==> src/rtl/gc_tag_pack.sv <==
// gc_tag_pack: formats timestamped hits and PPS markers into 64-bit tag words
// and buffers them in a first-word-fall-through FIFO with a valid/ready read
// side. Words lost on overflow (FIFO full or marker overwritten) are counted.
module gc_tag_pack #(
  parameter int DEPTH  = 16,
  parameter int GC_W   = 48,
  parameter int FINE_W = 15,
  localparam int AW    = $clog2(DEPTH)
) (
  input  logic              tdc_refclck,
  input  logic              tdc_rstn,
  input  logic              start_gc,
  input  logic              pps_trigger,
  input  logic [GC_W-1:0]   gc_now,
  input  logic              hit_valid,
  input  logic [GC_W-1:0]   hit_gc,
  input  logic [FINE_W-1:0] hit_fine,
  output logic [63:0]       m_tdata,
  output logic              m_tvalid,
  input  logic              m_tready,
  output logic [AW:0]       fill,
  output logic [31:0]       drop_cnt,
  output logic              overflow
);

  typedef enum logic [0:0] {
    IDLE = 1'b0,
    RUN  = 1'b1
  } state_t;

  state_t            state_r, state_nxt_s;
  logic              enter_run_s;
  logic              running_s;

  logic              pps_d_r;
  logic              pps_edge_s;
  logic [FINE_W-1:0] pps_cnt_r, pps_cnt_nxt_s, pps_cnt_inc_s;
  logic [63:0]       mark_r, mark_nxt_s;
  logic              pend_r, pend_nxt_s;
  logic              mark_drop_s;

  logic              wr_en_s;
  logic [63:0]       wr_data_s;

  logic [63:0]       mem_r [DEPTH];
  logic [AW:0]       wr_ptr_r, rd_ptr_r, wr_nxt_s, rd_nxt_s;
  logic              empty_s, full_s, rd_en_s, wr_acc_s, wr_drop_s;
  logic [63:0]       m_tdata_r, m_tdata_nxt_s;
  logic              m_tvalid_r;
  logic [AW:0]       fill_r;

  logic [1:0]        drop_inc_s;
  logic [32:0]       drop_sum_s;
  logic [31:0]       drop_cnt_r, drop_nxt_s;
  logic              overflow_r, overflow_nxt_s;

  assign running_s     = (state_r == RUN);
  assign pps_edge_s    = pps_trigger & ~pps_d_r;
  assign pps_cnt_inc_s = pps_cnt_r + FINE_W'(1);

  // Run-state next-state logic; flags the IDLE->RUN transition for clearing.
  always_comb begin
    state_nxt_s = state_r;
    enter_run_s = 1'b0;
    case (state_r)
      IDLE: begin
        if (start_gc) begin
          state_nxt_s = RUN;
          enter_run_s = 1'b1;
        end else begin
          state_nxt_s = IDLE;
        end
      end
      RUN: begin
        if (!start_gc) begin
          state_nxt_s = IDLE;
        end else begin
          state_nxt_s = RUN;
        end
      end
      default: begin
        state_nxt_s = IDLE;
      end
    endcase
  end

  // Marker capture and write arbitration: hits win, a pending marker takes
  // the first hit-free RUN cycle (possibly the PPS edge cycle itself).
  always_comb begin
    mark_nxt_s    = mark_r;
    pend_nxt_s    = pend_r;
    pps_cnt_nxt_s = pps_cnt_r;
    mark_drop_s   = 1'b0;
    wr_en_s       = 1'b0;
    wr_data_s     = 64'h0;
    if (running_s) begin
      if (pps_edge_s) begin
        mark_nxt_s    = {1'b1, gc_now, pps_cnt_inc_s};
        pps_cnt_nxt_s = pps_cnt_inc_s;
        pend_nxt_s    = 1'b1;
        mark_drop_s   = pend_r;
      end else begin
        pend_nxt_s    = pend_r;
      end
      if (hit_valid) begin
        wr_en_s   = 1'b1;
        wr_data_s = {1'b0, hit_gc, hit_fine};
      end else if (pend_nxt_s) begin
        wr_en_s    = 1'b1;
        wr_data_s  = mark_nxt_s;
        pend_nxt_s = 1'b0;
      end else begin
        wr_en_s = 1'b0;
      end
    end else begin
      pend_nxt_s = 1'b0;
      if (enter_run_s) begin
        pps_cnt_nxt_s = {FINE_W{1'b0}};
      end else begin
        pps_cnt_nxt_s = pps_cnt_r;
      end
    end
  end

  // FIFO pointer update and next head word; the head is registered so the
  // output is zero whenever the FIFO will be empty.
  always_comb begin
    empty_s   = (wr_ptr_r == rd_ptr_r);
    full_s    = ((wr_ptr_r ^ rd_ptr_r) == {1'b1, {AW{1'b0}}});
    rd_en_s   = ~empty_s & m_tready;
    wr_acc_s  = wr_en_s & (~full_s | rd_en_s);
    wr_drop_s = wr_en_s & ~wr_acc_s;
    rd_nxt_s  = rd_en_s  ? (rd_ptr_r + (AW+1)'(1)) : rd_ptr_r;
    wr_nxt_s  = wr_acc_s ? (wr_ptr_r + (AW+1)'(1)) : wr_ptr_r;
    if (wr_nxt_s == rd_nxt_s) begin
      m_tdata_nxt_s = 64'h0;
    end else if (wr_ptr_r == rd_nxt_s) begin
      m_tdata_nxt_s = wr_data_s;
    end else begin
      m_tdata_nxt_s = mem_r[rd_nxt_s[AW-1:0]];
    end
  end

  // Saturating loss counter and sticky overflow flag, cleared on RUN entry.
  always_comb begin
    drop_inc_s = {1'b0, mark_drop_s} + {1'b0, wr_drop_s};
    drop_sum_s = {1'b0, drop_cnt_r} + 33'(drop_inc_s);
    if (enter_run_s) begin
      drop_nxt_s     = 32'h0;
      overflow_nxt_s = 1'b0;
    end else if (drop_sum_s[32]) begin
      drop_nxt_s     = 32'hFFFF_FFFF;
      overflow_nxt_s = 1'b1;
    end else begin
      drop_nxt_s     = drop_sum_s[31:0];
      overflow_nxt_s = overflow_r | (drop_inc_s != 2'd0);
    end
  end

  // Control, pointer and output registers.
  always_ff @(posedge tdc_refclck or negedge tdc_rstn) begin
    if (!tdc_rstn) begin
      state_r    <= IDLE;
      pps_d_r    <= 1'b0;
      pps_cnt_r  <= {FINE_W{1'b0}};
      mark_r     <= 64'h0;
      pend_r     <= 1'b0;
      wr_ptr_r   <= {(AW+1){1'b0}};
      rd_ptr_r   <= {(AW+1){1'b0}};
      m_tdata_r  <= 64'h0;
      m_tvalid_r <= 1'b0;
      fill_r     <= {(AW+1){1'b0}};
      drop_cnt_r <= 32'h0;
      overflow_r <= 1'b0;
    end else begin
      state_r    <= state_nxt_s;
      pps_d_r    <= pps_trigger;
      pps_cnt_r  <= pps_cnt_nxt_s;
      mark_r     <= mark_nxt_s;
      pend_r     <= pend_nxt_s;
      wr_ptr_r   <= wr_nxt_s;
      rd_ptr_r   <= rd_nxt_s;
      m_tdata_r  <= m_tdata_nxt_s;
      m_tvalid_r <= (wr_nxt_s != rd_nxt_s);
      fill_r     <= wr_nxt_s - rd_nxt_s;
      drop_cnt_r <= drop_nxt_s;
      overflow_r <= overflow_nxt_s;
    end
  end

  // FIFO storage; contents are only read once written, so no reset needed.
  always_ff @(posedge tdc_refclck) begin
    if (wr_acc_s) begin
      mem_r[wr_ptr_r[AW-1:0]] <= wr_data_s;
    end
  end

  assign m_tdata  = m_tdata_r;
  assign m_tvalid = m_tvalid_r;
  assign fill     = fill_r;
  assign drop_cnt = drop_cnt_r;
  assign overflow = overflow_r;

endmodule
==> config.mk <==
export PLATFORM = sky130hd
export DESIGN_NAME = gc_tag_pack
export DESIGN_NICKNAME = d
export VERILOG_FILES = /design/src/rtl/gc_tag_pack.sv
export SDC_FILE = /design/constraint.sdc
export NUM_CORES = 2
export LEC_CHECK = 0
export ABC_CLOCK_PERIOD_IN_PS = 17200
export CORE_MARGIN = 10
export CORE_UTILIZATION = 32
export DETAILED_ROUTE_END_ITERATION = 10
export DONT_BUFFER_PORTS = 1
export MAX_ROUTING_LAYER = met4
export PLACE_DENSITY = 0.51
export SYNTH_ARGS = -nofsm -noshare
export SYNTH_HDL_FRONTEND = slang
export SYNTH_SLANG_ARGS = --single-unit
==> constraint.sdc <==
create_clock -name tdc_refclck -period 17.2 [get_ports tdc_refclck]
set_input_delay 0.86 -clock tdc_refclck [delete_from_list [all_inputs] [get_ports tdc_refclck]]
set_output_delay 0.86 -clock tdc_refclck [all_outputs]
set_load 0.02 [all_outputs]
==> results.toml <==
[synthesis]
synth_cell_types = 62
postSynthAreaPerCell_sq_um = 14.39
async_flop_share_pct = 16.00
ys_warn_count = 0
yosysSeqAreaShare_pct = 70.30
ys_ff_latch = 1219
syn_inst = 3523
synthesis.area_sq_mm = 0.05068
synth_flop_cell = "edfxtp_1"
synth_edf_count = 1024
synth_nets = 3656

[place]
placed_cells = 5390
dp_hpwl_mm = 84.04
portBuffers = 0
pre_cts_ws_ns = 11.50
gp_congestion = 0.7582
place_area_sq_mm = 0.05317

[grt]
grt_pass1_vias = 32500
overflow = 0
grt_start_max_net_pins = 202
track_usage_pct = 18.35
grt_antenna_before_repair = 4
grt_pass1_wl_mm = 232.5

[critical_path]
critPathMaxStageDelay_ns = 1.11
path_cells = "xnor2_2, nand4_1, o21ai_2, buf_4, mux2i_4, buf_4, buf_4, o22ai_1, a211oi_1, nor4_1, a211oi_2"
worstSetupEndpointType = "flop"
cp-start-kind = "flop"
cp_common_cell = "buf_4"
crit_fanout = 67
worstReg2RegStart = "rd_ptr_r[0]$_DFF_PN0_"
worstSetupStartpoint = "rd_ptr_r[0]$_DFF_PN0_"
crit_slowest_cell = "dfrtp_4"
cp_data_arrival_time_ns = 6.37
crit_type = "flop to flop"
crit_required_ns = 17.87

[timing]
tightest_slew_ns = 1.342
rsz0062_at_grt = "false"
setup-tns-final_ns = 0
worst_slack_ns = 11.50
relSlewSlack_pct = 9.927
period_minus_slack_ns = 5.705
setup_violations = 0
fin_skew_ns = 0.03457
drv_slew = 0
finalCritPeriodShare_pct = 33.17
max_freq_mhz = 175.3
hold_viol = 0

[finish]
multi_input_area_sq_mm = 0.01397
instances_no_fill = 5641
final_core_util_pct = 36.74
fin_area_sq_mm = 0.05759
fin_nets = 3602
area_growth_pct = 13.63
num-fill-cells = 14790
ff_latch_area_sq_mm = 0.03563
drive_above_1_share_pct = 11.20

[floorplan]
die-area_sq_mm = 0.1747
fp.dieH_microns = 418.0
rows = 145
ioPinCount = 220
core_sq_mm = 0.1568
start_util_pct = 32.33
die_width_microns = 418.0

[pwr]
ir_drop_mv = 0.1815
combinationalPowerShare_pct = 36.5
p_sw_mw = 4.075
static-leakage-power_nw = 18.93
clkPwrFrac_pct = 27.1
netSwitchingFraction_pct = 38.49
seq_power_share_pct = 36.3
powerDensity_mw_per_mm2 = 183.9
internal_power_mw = 6.514

[detailed_routing]
wl_per_cell_microns = 28.38
drt_drc_violations_left = 0
drt_wl_total_mm = 160.1
detail-route-antenna-nets = 0
dr.pass1.iters = 6
initialDrtViolationCount = 3052
viasPerCell = 5.793
num_vias = 32680

[status]
status = "finished clean"

[clock_network]
clock_sinks = 1219
cts_max_level = 4
ctsResizeCount = 0
cts_tree = "yes"
path_clk_slew_ns = 0.06
cts_hold_buf = 1
clockRootBuffer = "clkbuf_16"
post_cts_buffers = 0
clk-insertion-delay-late_ns = 0.77
clockBufferDepth = 3
cts_buffers = 134

[worst_hold_path]
min-delay-start = "pps_trigger"
holdCritPathClass = "primary input to flop"

[job]
timing.max_cap.violations = 0
==> cell usage after synthesis, types with 9 or more instances <==
cell type,instances,share of area [%]
ha_1,14,0.35
xnor2_1,26,0.45
xor2_1,31,0.54
buf_2,44,0.43
a221oi_1,11,0.19
a21boi_0,20,0.30
and2_1,13,0.16
buf_1,18,0.13
dfrtp_1,195,9.6
nand2_1,307,2.3
nand3_1,16,0.16
mux2i_1,160,3.2
a21oi_1,78,0.77
clkbuf_1,236,1.7
a31oi_1,12,0.15
a21o_1,9,0.13
o221ai_1,392,6.8
inv_1,16,0.12
nor4_1,45,0.56
nand4_1,15,0.19
edfxtp_1,1024,61
and3_1,10,0.12
nor3_1,16,0.16
a211o_1,11,0.19
o21ai_1,13,0.13
nor2_1,110,0.81
a211oi_2,34,0.84
a211oi_1,219,3.2
o21ai_0,106,1.0
o22ai_1,224,2.8
==> flip-flops by register name, summed over array words and instances (netlist names) <==
signal and flops:
m_tvalid 1, pend_r 1, overflow 1, pps_cnt_r 15
mem_r 1024, pps_d_r 1, mark_r 64, running_s 1
drop_cnt 32, m_tdata 64, rd_ptr_r 5, wr_ptr_r 5
fill 5
==> critical path: cells and delay by family (launching register included) <==
kind	cells	cell delay, ns
compound gates	4	0.96
xor+xnor	1	0.23
buf+inv	3	1.94
flops	1	1.11
mux	1	0.89
simple gates	2	0.42
==> power by group through the flow <==
stage          logic, mW  registers, mW  clock network (mW)
5_1_grt             4.17           3.88                3.06
3_3_place_gp        3.81           3.92                   0
2_1_floorplan       2.72           3.78                   0
6_report            3.87           3.85                2.87
4_1_cts             3.88           3.86                2.93
3_5_place_dp        3.85           3.92                   0
==> kinds of logic (layout without fill, tap and decap cells) <==
| group | count (synthesis) | after routing | synth area share, % |
|---|---|---|---|
| flip-flops | 1219 | 1219 | 70.30 |
| AO/OA/AOI/OAI | 1177 | 1177 | 17.39 |
| AND/OR/NAND/NOR | 561 | 561 | 4.829 |
| buffers and inverters | 325 | 382 | 2.582 |
| multiplexers | 167 | 167 | 3.454 |
| XOR/XNOR | 58 | 58 | 1.017 |
| adder cells (fa/ha/maj) | 16 | 16 | 0.4246 |
| other | 0 | 3 | 0 |
==> through the flow <==
| step | hold slack (ns) | power, mW |
|---|---|---|
| final | 0.1498 | 10.59 |
| after floorplan | 0.4354 | 6.500 |
| after CTS | 0.08132 | 10.68 |
| after global placement | 0.4504 | 7.737 |
| after detailed placement | 0.4606 | 7.769 |
| after global routing | 0.1051 | 11.11 |
==> worst paths after layout <==
kind	end	slack, ns	depth (start not counted)
worst max-delay path	m_tdata[36]$_DFF_PN0_	11.50	11
worst min-delay path	pps_d_r$_DFF_PN0_	0.15	0
worst max register to register	m_tdata[36]$_DFF_PN0_	11.50	11
worst min register to register	mark_r[4]$_DFFE_PN0P_	0.47	1
max in group asynchronous	rd_ptr_r[0]$_DFF_PN0_	15.86	1
min in group asynchronous	drop_cnt[23]$_DFF_PN0_	0.28	1
==> final cells by class <==
cell class,instances,area share [%]
flip-flops and latches,1219,61.87
multi-input cells,1979,24.25
clock buffers,201,6.761
well taps,2058,4.471
repair buffers,116,1.634
clock inverters,46,0.8560
inverters,19,0.1390
diodes,3,0.01304
==> metal layers <==
metal	global-route usage, %	up-vias	wire, microns
li1	-	14310	-
met1	23.33	16980	67750
met2	29.63	1149	77490
met3	3.475	240	10350
met4	5.713	0	4520
met5	-	-	0
==> cells in the final DEF (no fill, tap or decap), types with 20 or more instances in the layout <==
cell,n
a211oi_1,219
a211oi_2,34
a21boi_0,20
a21oi_1,78
buf_4,111
clkbuf_1,46
clkbuf_16,141
dfrtp_1,194
edfxtp_1,1024
mux2i_1,159
nand2_1,302
nor2_1,97
nor4_1,45
o21ai_0,78
o21ai_1,40
o221ai_1,392
o22ai_1,224
xnor2_1,25
xor2_1,31
No activity file was read; power rests on OpenSTA's default activity.
